**src/rtl/param_pipeline_core_if.sv**
```systemverilog
// param_pipeline_core_if: fetch, control and stage-tap bus of param_pipeline_core.
// Perf counter signals exist only when PIPE_PERF_CNT_EN is defined.
interface param_pipeline_core_if #(
   parameter int XLEN = 32,
   parameter int NSTAGES = 4
);
   logic [XLEN-1:0] imem_addr;
   logic [XLEN-1:0] imem_rdata;
   logic stall;
   logic redirect_valid;
   logic [XLEN-1:0] redirect_target;
   logic [XLEN-1:0] pc;
   logic [NSTAGES-1:0] stage_valid;
   logic [NSTAGES*XLEN-1:0] stage_instr;
   logic [NSTAGES*XLEN-1:0] stage_pc;
`ifdef PIPE_PERF_CNT_EN
   logic [31:0] perf_cycles;
   logic [31:0] perf_retired;
   logic [31:0] perf_bubbles;
   modport master (
      input imem_rdata, stall, redirect_valid, redirect_target,
      output imem_addr, pc, stage_valid, stage_instr, stage_pc,
      output perf_cycles, perf_retired, perf_bubbles
   );
   modport slave (
      output imem_rdata, stall, redirect_valid, redirect_target,
      input imem_addr, pc, stage_valid, stage_instr, stage_pc,
      input perf_cycles, perf_retired, perf_bubbles
   );
`else
   modport master (
      input imem_rdata, stall, redirect_valid, redirect_target,
      output imem_addr, pc, stage_valid, stage_instr, stage_pc
   );
   modport slave (
      output imem_rdata, stall, redirect_valid, redirect_target,
      input imem_addr, pc, stage_valid, stage_instr, stage_pc
   );
`endif
endinterface

```
**src/rtl/param_pipeline_core.sv**
```systemverilog
// param_pipeline_core: PC generator plus NSTAGES {valid, pc, instr} registers with stall/redirect.
// Optional perf counters (cycles, retired, bubbles) are built when PIPE_PERF_CNT_EN is defined.
module param_pipeline_core #(
   parameter int XLEN = 32,
   parameter int NSTAGES = 4,
   parameter logic [XLEN-1:0] PC_STEP = XLEN'(4),
   parameter logic [XLEN-1:0] RESET_PC = '0,
   parameter logic [XLEN-1:0] NOP_INSTR = '0,
   parameter int STALL_STAGE = 1,
   parameter int REDIRECT_STAGE = 2
) (
   input logic clk,
   input logic reset,
   param_pipeline_core_if.master bus
);
   logic [XLEN-1:0] pc_q, pc_d;
   logic v_q [NSTAGES];
   logic v_d [NSTAGES];
   logic src_v [NSTAGES];
   logic flush [NSTAGES];
   logic keep [NSTAGES];
   logic [XLEN-1:0] spc_q [NSTAGES];
   logic [XLEN-1:0] spc_d [NSTAGES];
   logic [XLEN-1:0] src_pc [NSTAGES];
   logic [XLEN-1:0] ins_q [NSTAGES];
   logic [XLEN-1:0] ins_d [NSTAGES];
   logic [XLEN-1:0] src_ins [NSTAGES];
   logic redir, hold;
   logic [NSTAGES-1:0] valid_w;
   logic [NSTAGES*XLEN-1:0] instr_w, pcs_w;
   // redirect overrides stall, so hold is only a pure stall
   assign redir = bus.redirect_valid;
   assign hold = bus.stall & ~bus.redirect_valid;
   always_comb begin
      pc_d = redir ? bus.redirect_target : hold ? pc_q : pc_q + PC_STEP;
      src_v[0] = 1'b1;
      src_pc[0] = pc_q;
      src_ins[0] = bus.imem_rdata;
      for (int i = 1; i < NSTAGES; i++) begin
         src_v[i] = v_q[i-1];
         src_pc[i] = spc_q[i-1];
         src_ins[i] = ins_q[i-1];
      end
      for (int i = 0; i < NSTAGES; i++) begin
         flush[i] = redir ? (i <= REDIRECT_STAGE) : (hold && i == STALL_STAGE);
         keep[i] = hold && i < STALL_STAGE;
         v_d[i] = flush[i] ? 1'b0 : keep[i] ? v_q[i] : src_v[i];
         spc_d[i] = flush[i] ? '0 : keep[i] ? spc_q[i] : src_pc[i];
         ins_d[i] = flush[i] ? NOP_INSTR : keep[i] ? ins_q[i] : src_ins[i];
      end
   end
   always_ff @(posedge clk or posedge reset)
      if (reset) begin
         pc_q <= RESET_PC;
         for (int i = 0; i < NSTAGES; i++) begin
            v_q[i] <= 1'b0;
            spc_q[i] <= '0;
            ins_q[i] <= NOP_INSTR;
         end
      end else begin
         pc_q <= pc_d;
         v_q <= v_d;
         spc_q <= spc_d;
         ins_q <= ins_d;
      end
   always_comb begin
      valid_w = '0;
      instr_w = '0;
      pcs_w = '0;
      for (int i = 0; i < NSTAGES; i++) begin
         valid_w[i] = v_q[i];
         instr_w[i*XLEN +: XLEN] = ins_q[i];
         pcs_w[i*XLEN +: XLEN] = spc_q[i];
      end
   end
   assign bus.imem_addr = pc_q;
   assign bus.pc = pc_q;
   assign bus.stage_valid = valid_w;
   assign bus.stage_instr = instr_w;
   assign bus.stage_pc = pcs_w;
`ifdef PIPE_PERF_CNT_EN
   logic [31:0] cyc_q, ret_q, bub_q;
   always_ff @(posedge clk or posedge reset)
      if (reset) begin
         cyc_q <= '0;
         ret_q <= '0;
         bub_q <= '0;
      end else begin
         cyc_q <= cyc_q + 32'd1;
         ret_q <= ret_q + 32'(v_q[NSTAGES-1]);
         bub_q <= bub_q + 32'(bus.stall | bus.redirect_valid);
      end
   assign bus.perf_cycles = cyc_q;
   assign bus.perf_retired = ret_q;
   assign bus.perf_bubbles = bub_q;
`endif
endmodule

```
**src/flat_wrapper.sv**
```systemverilog
// flat-port wrapper written by rule: the top's interface ports become plain ports
module param_pipeline_core_flat 
#(
   parameter int XLEN = 32,
   parameter int NSTAGES = 4,
   parameter logic [XLEN-1:0] PC_STEP = XLEN'(4),
   parameter logic [XLEN-1:0] RESET_PC = '0,
   parameter logic [XLEN-1:0] NOP_INSTR = '0,
   parameter int STALL_STAGE = 1,
   parameter int REDIRECT_STAGE = 2
)
  (clk, reset, bus_imem_rdata, bus_stall, bus_redirect_valid, bus_redirect_target, bus_imem_addr, bus_pc, bus_stage_valid, bus_stage_instr, bus_stage_pc);
  param_pipeline_core_if #(.XLEN(XLEN), .NSTAGES(NSTAGES)) bus_i ();
  input logic clk;
  input logic reset;
  input wire logic [$bits(bus_i.imem_rdata)-1:0] bus_imem_rdata;
  input wire logic [$bits(bus_i.stall)-1:0] bus_stall;
  input wire logic [$bits(bus_i.redirect_valid)-1:0] bus_redirect_valid;
  input wire logic [$bits(bus_i.redirect_target)-1:0] bus_redirect_target;
  output wire logic [$bits(bus_i.imem_addr)-1:0] bus_imem_addr;
  output wire logic [$bits(bus_i.pc)-1:0] bus_pc;
  output wire logic [$bits(bus_i.stage_valid)-1:0] bus_stage_valid;
  output wire logic [$bits(bus_i.stage_instr)-1:0] bus_stage_instr;
  output wire logic [$bits(bus_i.stage_pc)-1:0] bus_stage_pc;
  assign bus_i.imem_rdata = bus_imem_rdata;
  assign bus_i.stall = bus_stall;
  assign bus_i.redirect_valid = bus_redirect_valid;
  assign bus_i.redirect_target = bus_redirect_target;
  assign bus_imem_addr = bus_i.imem_addr;
  assign bus_pc = bus_i.pc;
  assign bus_stage_valid = bus_i.stage_valid;
  assign bus_stage_instr = bus_i.stage_instr;
  assign bus_stage_pc = bus_i.stage_pc;
  param_pipeline_core #(.XLEN(XLEN), .NSTAGES(NSTAGES), .PC_STEP(PC_STEP), .RESET_PC(RESET_PC), .NOP_INSTR(NOP_INSTR), .STALL_STAGE(STALL_STAGE), .REDIRECT_STAGE(REDIRECT_STAGE)) u_core (.clk(clk), .reset(reset), .bus(bus_i));
endmodule
```
**config.mk**
```make
export PLATFORM = sky130hd
export DESIGN_NAME = param_pipeline_core_flat
export DESIGN_NICKNAME = d
export VERILOG_FILES = /design/src/rtl/param_pipeline_core_if.sv /design/src/rtl/param_pipeline_core.sv /design/src/flat_wrapper.sv
export SDC_FILE = /design/constraint.sdc
export NUM_CORES = 1
export LEC_CHECK = 0
export CAP_MARGIN = 20
export CORE_AREA = 2 2 151 153
export CTS_CLUSTER_DIAMETER = 60
export DETAILED_ROUTE_END_ITERATION = 8
export DIE_AREA = 0 0 153 155
export DONT_BUFFER_PORTS = 1
export PLACE_DENSITY = 0.63
export SETUP_SLACK_MARGIN = 0.2
export SYNTH_ARGS = -nofsm -noshare
export SYNTH_HDL_FRONTEND = slang
export SYNTH_SLANG_ARGS = --single-unit
```
**constraint.sdc**
```tcl
create_clock -name clk -period 17.25 [get_ports clk]
set_input_delay 2.5875 -clock clk [delete_from_list [all_inputs] [get_ports clk]]
set_output_delay 2.5875 -clock clk [all_outputs]
set_load 0.02 [all_outputs]
```
==> results of run 1 <==
## power by group
part	switching [mW]	internal, mW	total [mW]	leakage, nW
sequential	0.0769	0.709	0.786	3.95
clock	0.266	0.415	0.681	0.535
combinational	0.0303	0.0225	0.0528	1.23
total	0.373	1.15	1.52	5.72
## logic make-up after synthesis
kind of cell             Yosys count  synth area share
flip-flops                       292             0.671
AND/OR/NAND/NOR                  291             0.147
buffers and inverters            142            0.0829
multiplexers                      68            0.0628
AO/OA/AOI/OAI                     40            0.0231
XOR/XNOR                          15            0.0121
adder cells (fa/ha/maj)            1           0.00115
## flip-flops by register name, summed over array words and instances (netlist names)
register	count
u_core.bus.stage_pc	128
u_core.bus.stage_instr	128
u_core.bus.imem_addr	32
u_core.bus.stage_valid	4
## cell usage after synthesis (all sizes together), types with 7 or more instances
master | number | area (um^2)
a31oi | 9 | 56.3
and2 | 65 | 407
and3 | 9 | 56.3
buf | 109 | 780
clkbuf | 26 | 97.6
dfrtp | 292 | 7310
inv | 7 | 26.3
mux2i | 65 | 651
nand2 | 30 | 113
nand3 | 10 | 50.1
nand4 | 11 | 75.1
nor2 | 79 | 297
nor2b | 66 | 413
o21ai | 16 | 80.1
o31ai | 8 | 60.1
or4 | 9 | 67.6
xnor2 | 8 | 70.1
xor2 | 7 | 61.3
## area by class of cell
class	instances	area (um^2)	area share
flip-flops and latches	292	7310	0.634
inverters	7	33.8	0.00293
clock buffers	39	865	0.0750
multi-input cells	415	2690	0.233
repair buffers	4	50.0	0.00434
well taps	285	357	0.0309
clock inverters	17	220	0.0191
## layout by cell type (no fill, tap or decap), drive strengths merged, types with 2 or more instances in the layout
cell type  netlist  layout
nor4             3       3
nand3           10      10
o21ai           16      16
nand4           11      11
clkbuf          26      39
and2            65      65
bufinv           0       4
a311o            2       2
clkinvlp         0       2
and4             4       4
xor2             7       7
nor2            79      79
xnor2            8       8
clkinv           0       9
o31ai            8       8
buf            109       4
nor2b           66      66
a211o            2       2
a21oi            2       2
a31oi            9       9
and3             9       9
or3              2       2
nand2           30      30
or4              9       9
dfrtp          292     292
mux2i           65      65
inv              7       9
mux2             3       3
## per-stage QoR
stage	instances	cell area (um^2)	utilization	total power, mW
after floorplan	849	10900	-	0.849
after global placement	1002	10400	0.468	0.849
after detailed placement	1002	10400	0.468	0.852
after CTS	1058	11500	0.517	1.53
after global routing	1059	11500	0.518	1.58
final	1059	11500	0.518	1.52
## worst paths after layout
path | start | end | cells after the start
worst max-delay path | bus_stall | u_core.bus.imem_addr[31]$_DFFE_PP0N_ | 4
worst min-delay path | u_core.bus.stage_pc[77]$_DFF_PP0_ | u_core.bus.stage_pc[109]$_DFF_PP0_ | 0
worst max register to register | u_core.bus.imem_addr[2]$_DFFE_PP0N_ | u_core.bus.imem_addr[31]$_DFFE_PP0N_ | 4
worst min register to register | u_core.bus.stage_pc[77]$_DFF_PP0_ | u_core.bus.stage_pc[109]$_DFF_PP0_ | 0
max in group asynchronous | reset | u_core.bus.stage_pc[100]$_DFF_PP0_ | 3
min in group asynchronous | reset | u_core.bus.stage_instr[112]$_DFF_PP0_ | 1
## worst max-delay path: cells and delay by family
kind | cells | cell delay [ps]
AND/OR/NAND/NOR | 3 | 1630
AO/OA/AOI/OAI | 1 | 190
## per-layer routing
metal	vias up	wire (um)
met5	-	0
met4	0	516
met3	41	2160
met2	288	11700
met1	2910	9200
li1	2486	-
==> impl_metrics.json, run 1 <==
{
  "final.fill_count": 1856,
  "signed_area_change_from_the_synthesized_netlist_to_the_final_layout_pct": 5.78,
  "layout_setup_ws_ps": 13240,
  "height_of_the_die_um": 155,
  "number_of_vias_in_the_routed_layout": 5725,
  "status": "completed",
  "dominantRegCellSynth": "sky130_fd_sc_hd__dfrtp_1",
  "finalSetupViolCount": 0,
  "actual_slew_at_the_worst_max_slew_pin_ps": 944,
  "cts_hold_repair.buffers": 0,
  "cts_tree": "done",
  "via_count_of_the_first_global_routing_pass": 5809,
  "cts_resized": 0,
  "dp.final_hpwl_um": 15400,
  "rsz0062_at_grt": "no",
  "ant_nets": 0,
  "synth-edff-count": 0,
  "post-route-drc-count": 0,
  "ys.warnings.count": 0,
  "global_route.overflow_total": 0,
  "first_pass_iters": 4,
  "fin_tns_setup_ps": 0,
  "antenna_cells_inserted": 0,
  "grt_pass1_wl_um": 36300,
  "ir_worst_vdd_uv": 65.0,
  "dr.first_iter.drc_count": 288,
  "critPathKind": "primary input to flip-flop",
  "critPathCaptureType": "flip-flop",
  "globalRouteTotalUtil": 0.193,
  "synth.distinct_cells": 35,
  "power_density_mw_per_mm2": 132,
  "num_rows": 55,
  "startpoint_type": "primary input",
  "final.min_clock_period_ps": 4010,
  "global_route_met1_usage": 0.253,
  "post_cts_buffers": 0,
  "antenna_violations_before_repair": 0,
  "final-max-slew-violation-count": 0,
  "synthesis.instances": 849,
  "final_min_period_over_clock_period": 0.233,
  "viasPerCell": 5.41,
  "post_drt_wl_per_cell_um": 22.3,
  "numClockSinks": 292,
  "fin_skew_ps": 14.0,
  "synth.ff_latch_count": 292,
  "net_count_after_synthesis": 918,
  "worst_slew_margin_rel": 0.370,
  "crit_slowest_cell": "sky130_fd_sc_hd__or4_1",
  "fmax_mhz": 249,
  "grt_start_max_net_pins": 178,
  "clockRootBuffer": "sky130_fd_sc_hd__clkbuf_16",
  "cts.reportedPaths.clkPinSlew_ps": 60,
  "maxCapViolCount": 0,
  "syn_area_mm2": 0.0109,
  "nNetsFinal": 819,
  "synth_async_sr_flop_share": 1.00,
  "critPathMaxFanout": 72,
  "share_of_final_layout_standard_cells_stronger_than_drive_strength_1": 0.0879,
  "worst_hold_slack_ps": 514,
  "fp.dieW_um": 153,
  "tritoncts.num_buffers": 30,
  "power.static_leakage_nw": 5.72,
  "grt_use_met3": 0.0610,
  "htree_levels": 1,
  "synthesis.area_per_instance_um2": 12.8,
  "dp_slack_ps": 12030,
  "boundaryPins": 392,
  "crit_path_cell_trace": "and4b_1 > nand4_1 > or4_1 > a31oi_1",
  "clk-insertion-delay-late_ps": 540,
  "globalRouteMet2Util": 0.315,
  "routed_wirelength_um": 23600,
  "core_mm2": 0.0222,
  "floorplan.die_area_mm2": 0.0237,
  "signal_arrival_time_at_the_worst_endpoint_ps": 4470,
  "max_stage_delay_on_crit_path_ps": 630,
  "required_time_reported_for_the_critical_path_endpoint_ps": 17710,
  "global_route_layer_with_the_greatest_usage": "met2",
  "holdCritPathClass": "flip-flop to flip-flop",
  "globalplace.congestion": 0.787,
  "finalHoldViolations": 0,
  "synth-seq-area-share": 0.671,
  "slack_of_the_worst_reg_to_reg_path_ps": 14550,
  "portBuffers": 0,
  "ctsLongestPathBuffers": 3,
  "initial_utilization": 0.490
}
No activity file was read; power rests on OpenSTA's default activity.
==> run 2: changes to the inputs <==
Clock period 17.25 ns to 4.1 ns, I/O delays scaled along.
==> impl_metrics.json, run 2 (synthesis gave the netlist of run 1 again) <==
{
  "layout.cells.most_common_list": "292 x sky130_fd_sc_hd__dfrtp_1, 78 x sky130_fd_sc_hd__nor2_1, 66 x sky130_fd_sc_hd__nor2b_1",
  "final_min_period_over_clock_period": 0.635,
  "core_mm2": 0.0222,
  "post_cts_buffers": 0,
  "antenna_violations_before_repair": 0,
  "timing.hold.worst_path_depth": 1,
  "dp.final_hpwl_um": 16200,
  "cts_tree": "done",
  "final.fill_count": 1845,
  "clockRootBuffer": "sky130_fd_sc_hd__clkbuf_16",
  "viasPerCell": 5.43,
  "holdPathEnd": "u_core.bus.stage_pc[79]$_DFF_PP0_",
  "fin_skew_ps": 7.96,
  "height_of_the_die_um": 155,
  "signed_area_change_from_the_synthesized_netlist_to_the_final_layout_pct": 5.98,
  "fmax_mhz": 384,
  "required_time_reported_for_the_critical_path_endpoint_ps": 4560,
  "via_count_of_the_first_global_routing_pass": 6023,
  "actual_slew_at_the_worst_max_slew_pin_ps": 782,
  "power_density_mw_per_mm2": 550,
  "startpoint_type": "flip-flop",
  "ant_nets": 0,
  "critPathKind": "flip-flop to flip-flop",
  "signal_arrival_time_at_the_worst_endpoint_ps": 3060,
  "globalRouteTotalUtil": 0.197,
  "number_of_vias_in_the_routed_layout": 5785,
  "numClockSinks": 292,
  "tritoncts.num_buffers": 31,
  "floorplan.die_area_mm2": 0.0237,
  "placement.cell_area_mm2": 0.0105,
  "final.min_clock_period_ps": 2600,
  "htree_levels": 1,
  "routed_wirelength_um": 23900,
  "global_route.overflow_total": 0,
  "mostFrequentLayoutCell": "sky130_fd_sc_hd__dfrtp_1",
  "ctsLongestPathBuffers": 3,
  "ir_worst_vdd_uv": 299,
  "grt_pass1_wl_um": 36700,
  "nNetsFinal": 825,
  "antenna_cells_inserted": 0,
  "first_pass_iters": 4,
  "share_of_final_layout_standard_cells_stronger_than_drive_strength_1": 0.0859,
  "final-max-slew-violation-count": 0,
  "dr.first_iter.drc_count": 343,
  "post_drt_wl_per_cell_um": 22.5,
  "final_cell_area_mm2": 0.0115,
  "portBuffers": 0,
  "critPathMaxFanout": 14,
  "clk-insertion-delay-late_ps": 550,
  "finalHoldViolations": 0,
  "worst_slew_margin_rel": 0.478,
  "slack_of_the_worst_reg_to_reg_path_ps": 1500,
  "status": "completed",
  "power.static_leakage_nw": 5.72,
  "fp.dieW_um": 153,
  "num_rows": 55,
  "critical_path.reg2reg.startpoint": "u_core.bus.imem_addr[2]$_DFFE_PP0N_",
  "regToRegEndpoint": "u_core.bus.imem_addr[31]$_DFFE_PP0N_",
  "maxCapViolCount": 0,
  "cts.reportedPaths.clkPinSlew_ps": 60,
  "critPathCaptureType": "flip-flop",
  "boundaryPins": 392,
  "finalSetupViolCount": 0,
  "holdCritPathClass": "primary input to flip-flop",
  "design_power_total_mw": 6.35,
  "depth_of_the_most_critical_reg_to_reg_path": 4,
  "initial_utilization": 0.490,
  "hold_path.startpoint": "bus_redirect_valid",
  "rsz0062_at_grt": "no",
  "post-route-drc-count": 0,
  "cts_resized": 0,
  "grt_start_max_net_pins": 178,
  "globalplace.congestion": 0.817
}
[run 2: how the worst max path moves through the flow]
| stage | cells past startpoint | from | to | slack (ps) |
|---|---|---|---|---|
| finish | 4 | u_core.bus.imem_addr[2]$_DFFE_PP0N_ | u_core.bus.imem_addr[31]$_DFFE_PP0N_ | 1500 |
| global route | 4 | u_core.bus.imem_addr[2]$_DFFE_PP0N_ | u_core.bus.imem_addr[31]$_DFFE_PP0N_ | 1290 |
| CTS | 4 | u_core.bus.imem_addr[2]$_DFFE_PP0N_ | u_core.bus.imem_addr[31]$_DFFE_PP0N_ | 1500 |
| detailed placement | 4 | u_core.bus.imem_addr[2]$_DFFE_PP0N_ | u_core.bus.imem_addr[31]$_DFFE_PP0N_ | 1500 |
| global placement | 4 | u_core.bus.imem_addr[2]$_DFFE_PP0N_ | u_core.bus.imem_addr[27]$_DFFE_PP0N_ | 1620 |
| floorplan | 1 | reset | u_core.bus.imem_addr[0]$_DFFE_PP0P_ | -390 |
[run 2: power breakdown]
group | total (mW) | internal, mW | leakage [nW] | switching [mW]
Sequential | 3.30 | 2.98 | 3.95 | 0.320
Combinational | 0.230 | 0.0996 | 1.26 | 0.131
Clock | 2.82 | 1.71 | 0.518 | 1.11
Total | 6.35 | 4.79 | 5.72 | 1.56
[run 2: worst max-delay path, cell delays in order, from the launching register on]
cell and delay, ps:
sky130_fd_sc_hd__dfrtp_1 760, sky130_fd_sc_hd__and4b_1 450, sky130_fd_sc_hd__nand4_1 520, sky130_fd_sc_hd__or4_1 580, sky130_fd_sc_hd__a31oi_1 200
[run 2: timing repair]
action,CTS,global route
hold buffers,0,1
setup endpoints to repair,0,0
endpoints found under the hold margin,0,20
[run 2: cell type report]
| class | count | area [um^2] | area share |
|---|---|---|---|
| Multi-Input combinational cell | 415 | 2690 | 0.233 |
| Tap cell | 285 | 357 | 0.0309 |
| Clock buffer | 45 | 898 | 0.0778 |
| Timing Repair Buffer | 9 | 108 | 0.00932 |
| Clock inverter | 12 | 155 | 0.0134 |
| Sequential cell | 292 | 7310 | 0.633 |
| Inverter | 7 | 30.0 | 0.00260 |
[run 2: stage by stage]
stage	util	instances	setup slack (ps)	setup TNS [ps]	hold slack, ps
after CTS	0.518	1063	1500	0	113
final	0.519	1065	1500	0	129
after global placement	0.471	1006	1620	0	507
after global routing	0.519	1065	1290	0	106
after detailed placement	0.471	1006	1500	0	504
after floorplan	-	849	-390	-113930	355
[run 2: layer usage]
| metal | share of wire | vias up | global-route usage |
|---|---|---|---|
| li1 | - | 2512 | - |
| met1 | 0.38 | 2923 | 0.239 |
| met2 | 0.49 | 301 | 0.321 |
| met3 | 0.099 | 49 | 0.0777 |
| met4 | 0.029 | 0 | 0.0719 |
| met5 | 0 | - | 0 |
